==> config.mk <==
export PLATFORM = sky130hd
export DESIGN_NAME = seg7_scan_driver
export DESIGN_NICKNAME = d
export VERILOG_FILES = /design/src/rtl/seg7_scan_driver_pkg.sv /design/src/rtl/seg7_scan_driver_bcd_to_seg7.sv /design/src/rtl/seg7_scan_driver.sv
export SDC_FILE = /design/constraint.sdc
export NUM_CORES = 1
export LEC_CHECK = 0
export ABC_AREA = 1
export BUFFER_PORTS_ARGS = -buffer_cell sky130_fd_sc_hd__buf_2
export CAP_MARGIN = 20
export CORE_MARGIN = 1
export CORE_UTILIZATION = 35
export DETAILED_ROUTE_END_ITERATION = 6
export PLACE_DENSITY = 0.64
export SETUP_SLACK_MARGIN = 0.4
export SLEW_MARGIN = 20
export SYNTH_ARGS = -nofsm -noshare
export SYNTH_HDL_FRONTEND = slang
export SYNTH_SLANG_ARGS = --single-unit
==> constraint.sdc <==
create_clock -name Clock -period 4.6 [get_ports Clock]
set_input_delay 0.92 -clock Clock [delete_from_list [all_inputs] [get_ports Clock]]
set_output_delay 0.92 -clock Clock [all_outputs]
set_load 0.005 [all_outputs]
==> src/rtl/seg7_scan_driver_pkg.sv <==
// Shared segment encodings for the seven-segment scan driver and its decoder.
// Segment vectors are active-low and ordered {g,f,e,d,c,b,a}, MSB first.
package seg7_scan_driver_pkg;

   typedef struct packed {
      logic g;
      logic f;
      logic e;
      logic d;
      logic c;
      logic b;
      logic a;
   } seg7_t;

   localparam seg7_t SEG_0    = 7'b1000000;
   localparam seg7_t SEG_1    = 7'b1111001;
   localparam seg7_t SEG_2    = 7'b0100100;
   localparam seg7_t SEG_3    = 7'b0110000;
   localparam seg7_t SEG_4    = 7'b0011001;
   localparam seg7_t SEG_5    = 7'b0010010;
   localparam seg7_t SEG_6    = 7'b0000010;
   localparam seg7_t SEG_7    = 7'b1111000;
   localparam seg7_t SEG_8    = 7'b0000000;
   localparam seg7_t SEG_9    = 7'b0010000;
   localparam seg7_t SEG_DASH = 7'b0111111;
   localparam seg7_t SEG_OFF  = 7'h7F;

   localparam int MAX_DIGITS = 32;

   // Anodes are active-low, so "all off" is all ones; callers slice to their width.
   function automatic logic [MAX_DIGITS-1:0] anodes_off();
      return '1;
   endfunction

endpackage

==> src/rtl/seg7_scan_driver_bcd_to_seg7.sv <==
// Pure combinational BCD nibble to active-low seven-segment pattern.
// Zero latency; non-decimal codes 10-15 render as a dash.
module bcd_to_seg7
   import seg7_scan_driver_pkg::*;
(
   input  logic [3:0] bcd,
   output seg7_t      seg
);

   always_comb begin
      case (bcd)
         4'd0:    seg = SEG_0;
         4'd1:    seg = SEG_1;
         4'd2:    seg = SEG_2;
         4'd3:    seg = SEG_3;
         4'd4:    seg = SEG_4;
         4'd5:    seg = SEG_5;
         4'd6:    seg = SEG_6;
         4'd7:    seg = SEG_7;
         4'd8:    seg = SEG_8;
         4'd9:    seg = SEG_9;
         default: seg = SEG_DASH;
      endcase
   end

endmodule

==> src/rtl/seg7_scan_driver.sv <==
// Free-running multiplexed 7-seg driver; outputs registered one cycle behind scan state, no stall.
// Optional leading-zero blanking is built when SEG7_SCAN_LZB_EN is defined.
module seg7_scan_driver
   import seg7_scan_driver_pkg::*;
#(
   parameter int DIGITS   = 4,
   parameter int PRESCALE = 50000,
   parameter int BLANK    = 1
) (
   input  logic                  Clock,
   input  logic                  Reset,
   input  logic [4*DIGITS-1:0]   Digits,
   output logic [6:0]            Segments,
   output logic [DIGITS-1:0]     Anodes,
   output logic                  Frame_Start
);

   localparam int SW = (PRESCALE > 1) ? $clog2(PRESCALE) : 1;
   localparam int IW = (DIGITS > 1) ? $clog2(DIGITS) : 1;

   localparam logic [SW-1:0]         SLOT_LAST  = SW'(PRESCALE - 1);
   localparam logic [SW-1:0]         SLOT_BLANK = SW'(BLANK);
   localparam logic [IW-1:0]         IDX_LAST   = IW'(DIGITS - 1);
   localparam logic [MAX_DIGITS-1:0] ALL_OFF    = anodes_off();
   localparam logic [DIGITS-1:0]     ANODES_OFF = ALL_OFF[DIGITS-1:0];

   logic [SW-1:0]       slot;
   logic [IW-1:0]       idx;
   logic [4*DIGITS-1:0] shadow;
   logic                capture;
   logic [3:0]          cur_digit;
   seg7_t               dec_seg;
   logic [DIGITS-1:0]   lit_anodes;
   logic                suppress;

   // Capture sits on the first cycle of digit 0, which is always inside its blank window.
   assign capture     = !Reset && (slot == '0) && (idx == '0);
   assign Frame_Start = capture;

   always_comb begin
      cur_digit = 4'h0;
      for (int k = 0; k < DIGITS; k++) begin
         if (idx == IW'(k)) begin
            cur_digit = shadow[4*k +: 4];
         end
      end
   end

   always_comb begin
      lit_anodes = ANODES_OFF;
      for (int k = 0; k < DIGITS; k++) begin
         lit_anodes[k] = (idx != IW'(k));
      end
   end

   bcd_to_seg7 u_dec (
      .bcd (cur_digit),
      .seg (dec_seg)
   );

`ifdef SEG7_SCAN_LZB_EN
   logic [DIGITS-1:0] mask;
   logic [DIGITS-1:0] mask_next;

   // A digit is blanked only if it and every more-significant digit are zero; digit 0 always shows.
   always_comb begin
      logic zeros_above;
      zeros_above = 1'b1;
      mask_next   = '0;
      for (int k = DIGITS - 1; k >= 1; k--) begin
         zeros_above  = zeros_above && (Digits[4*k +: 4] == 4'h0);
         mask_next[k] = zeros_above;
      end
   end

   always_ff @(posedge Clock) begin
      if (Reset) begin
         mask <= '0;
      end else if (capture) begin
         mask <= mask_next;
      end
   end

   always_comb begin
      suppress = 1'b0;
      for (int k = 0; k < DIGITS; k++) begin
         if (idx == IW'(k)) begin
            suppress = mask[k];
         end
      end
   end
`else
   assign suppress = 1'b0;
`endif

   always_ff @(posedge Clock) begin
      if (Reset) begin
         slot     <= '0;
         idx      <= '0;
         shadow   <= '0;
         Anodes   <= ANODES_OFF;
         Segments <= SEG_OFF;
      end else begin
         if (slot == SLOT_LAST) begin
            slot <= '0;
            idx  <= (idx == IDX_LAST) ? '0 : idx + 1'b1;
         end else begin
            slot <= slot + 1'b1;
         end

         if (capture) begin
            shadow <= Digits;
         end

         Anodes   <= (slot < SLOT_BLANK) ? ANODES_OFF : lit_anodes;
         Segments <= suppress ? SEG_OFF : dec_seg;
      end
   end

endmodule

==> results.cfg <==
[sta]
grt_setup_unrepaired = false
clock_skew_ps = 11.0
period_minus_slack_ps = 2650
setup_tns_ps = 0
max_clock_freq_ghz = 0.377
final_setup_violation_count = 0
max_slew.worst_pin.slew_ps = 693
finalHoldViolations = 0
layout_worst_path_cycle_share = 0.577
drv_slew = 0
slew_headroom = 0.538

[cells_and_area]
ff_latch_area_sq_um = 901
filler_cell_count = 644
drive_above_1_share = 0.209
area.growth.synth_to_final_pct = 13.8
multi_input_comb_area_sq_mm = 0.00112
n_antenna_cell = 0
postLayoutCellArea_sq_mm = 0.00255
layout.nets = 373

[drt]
detail_route.wirelength_microns = 4390
vias_per_cell = 4.39
route.detailed.drc = 0
first_pass_iters = 4
dr_total_vias = 1863
wl_per_cell_microns = 10.4
antenna_violating_nets_post_route = 0
initial_drt_markers = 59

[critical_path]
r2r-end = Segments[3]
worstPathMaxFanout = 33
worstSetupEndpointType = output pin
rr_worst_depth = 12
worst_setup_path_type = register to output pin
timing.critical_path.from_type = register
crit-reg2reg-launch = idx[0]
cp_data_arrival_time_ps = 1730
regToRegSetupSlack_ps = 2690
crit_required_ps = 3680

[die]
floorplan.rows = 28
floorplan.die.height_microns = 82.0
fp.dieW_microns = 82.0
num_io_pins = 30
start_util = 0.370
fp.dieArea_sq_mm = 0.00673
core_sq_mm = 0.00606

[pwr]
maximum_vdd_ir_drop_mv = 0.162
power_density_mw_per_mm2 = 358
static-leakage-power_nw = 1.14
share_clk_of_total_power = 0.389
p_seq_frac = 0.471
net-switching-power_uw = 232
p_comb_frac = 0.140
power.internal_uw = 683
power.share.switching = 0.254

[clocking]
cts_root_buf = clkbuf_8
cts_tree = built
worst_setup_hold_path_clk_slew_ps = 80
holdBufCountCts = 0
cts.repair.resized = 0
post-cts-setup-buffer-count = 0
clock_insertion_delay_worst_skew_ps = 310
clock_sink_count = 45
cts.htree.levels = 2
numCtsBuffers = 5
clockBufferDepth = 2

[synth]
yosys.cell_types.count = 28
syn_area_sq_mm = 0.00224
syn-instance-count = 320
post_syn_nets = 345
seq_area_frac_synth = 0.402
post_synth.cell_area_avg_sq_um = 7.01
synth.ff_latch_count = 45
synth-warning-count = 0

[global_route]
via_count_of_the_first_global_routing_pass = 1724
antenna_found_initial = 0
globalRoute.totalOverflow = 0
grt_max_degree = 34
gr-usage-all-layers = 0.142
global_route_wire_length_before_repair_microns = 7290

[placed_design]
gp_congestion = 0.798
portBuffers = 29
dp_area_sq_mm = 0.00242
post-dp-hpwl_microns = 3240

[min_path]
holdCritPathClass = register to register
holdCritStartpoint = slot[0]
whs_path_depth = 1
worst_hold_path.endpoint = slot[0]

[run]
max_cap_viol_count = 0

[run_status]
outcome = finished, final reports clean
## layout make-up
cell class	count	share of cell area
multi-input combinational	226	0.441
timing repair buffer	29	0.0569
tap	75	0.0368
inverter	41	0.0603
clock inverter	3	0.0255
sequential	45	0.353
clock buffer	5	0.0270
## logic make-up after synthesis
kind of cell    count (synthesis)  share of synthesized area
compound gates                 27                     0.0826
xor+xnor                        1                    0.00391
fa+ha+maj                       7                     0.0391
buf+inv                        49                     0.0965
flops                          45                      0.402
simple gates                  191                      0.376
## synthesized netlist by cell type
| cell type | instances | area (sq um) |
|---|---|---|
| nor3_2 | 1 | 10.0 |
| a21oi_1 | 12 | 60.1 |
| nor3b_1 | 2 | 15.0 |
| nand4_1 | 3 | 18.8 |
| nand3_4 | 1 | 17.5 |
| or2_2 | 2 | 12.5 |
| nand2_2 | 4 | 25.0 |
| a21oi_2 | 9 | 78.8 |
| ha_1 | 7 | 87.6 |
| or2_0 | 2 | 12.5 |
| inv_1 | 34 | 128 |
| nor2_4 | 2 | 22.5 |
| nor2_1 | 55 | 206 |
| inv_2 | 7 | 26.3 |
| o211ai_1 | 2 | 15.0 |
| dfxtp_1 | 45 | 901 |
| buf_2 | 5 | 25.0 |
| nand3_1 | 13 | 65.1 |
| nor2_2 | 6 | 37.5 |
| xor2_1 | 1 | 8.76 |
| nand2_4 | 2 | 22.5 |
| nand2_1 | 94 | 353 |
| nor3_1 | 3 | 15.0 |
| nand3_2 | 1 | 10.0 |
| buf_8 | 1 | 15.0 |
| o21ai_0 | 3 | 15.0 |
| buf_6 | 2 | 22.5 |
| a21oi_4 | 1 | 16.3 |
## cell usage in the layout (no fill, tap or decap), drive strengths merged
master | netlist | layout
nor3b | 2 | 2
inv | 41 | 41
nor3 | 4 | 4
o211ai | 2 | 2
clkbuf | 0 | 5
buf | 8 | 29
a21oi | 22 | 22
or2 | 4 | 4
bufinv | 0 | 2
nand2 | 100 | 100
nand3 | 15 | 15
xor2 | 1 | 1
ha | 7 | 7
nor2 | 63 | 63
clkinv | 0 | 1
o21ai | 3 | 3
dfxtp | 45 | 45
nand4 | 3 | 3
## metrics by stage
stage,cells,utilization,power [mW],worst slack [ps],hold slack (ps)
after global placement,416,0.399,0.566,2290,463
after detailed placement,416,0.399,0.569,2240,484
after CTS,424,0.421,0.922,1910,498
final,424,0.421,0.915,1950,497
after global routing,424,0.421,0.965,1790,514
after floorplan,320,-,0.538,2510,449
## sequential cells by signal (all words and copies together), names as in the netlist
name,cells
Anodes,4
idx,2
shadow,16
slot,16
Segments,7
## power by group through the flow
stage / logic (mW) / registers, mW / clock network, mW
floorplan: 0.0988 / 0.439 / 0
global placement: 0.126 / 0.440 / 0
detailed placement: 0.129 / 0.440 / 0
CTS: 0.130 / 0.431 / 0.361
global route: 0.152 / 0.434 / 0.378
finish: 0.128 / 0.431 / 0.356
## how the worst max path moves through the flow
stage                 start           to  slack [ps]
floorplan           slot[0]  Frame_Start        2510
detailed placement  slot[0]  Frame_Start        2240
finish              slot[0]  Frame_Start        1950
global route        slot[0]  Frame_Start        1790
global placement    slot[0]  Frame_Start        2290
CTS                 slot[0]  Frame_Start        1910
## routing by layer
metal,share of wire,GRT usage
met3,0.038,0.0367
met5,0,0
met1,0.51,0.174
met4,0.013,0.0474
met2,0.44,0.239
## critical path, stage by stage, from the launching register on
cell	delay (ps)
dfxtp_1	360
inv_1	70
ha_1	140
nand3_1	80
nor2_2	180
nand3_4	290
nor2_1	170
buf_2	130
No activity file was read; power rests on OpenSTA's default activity.
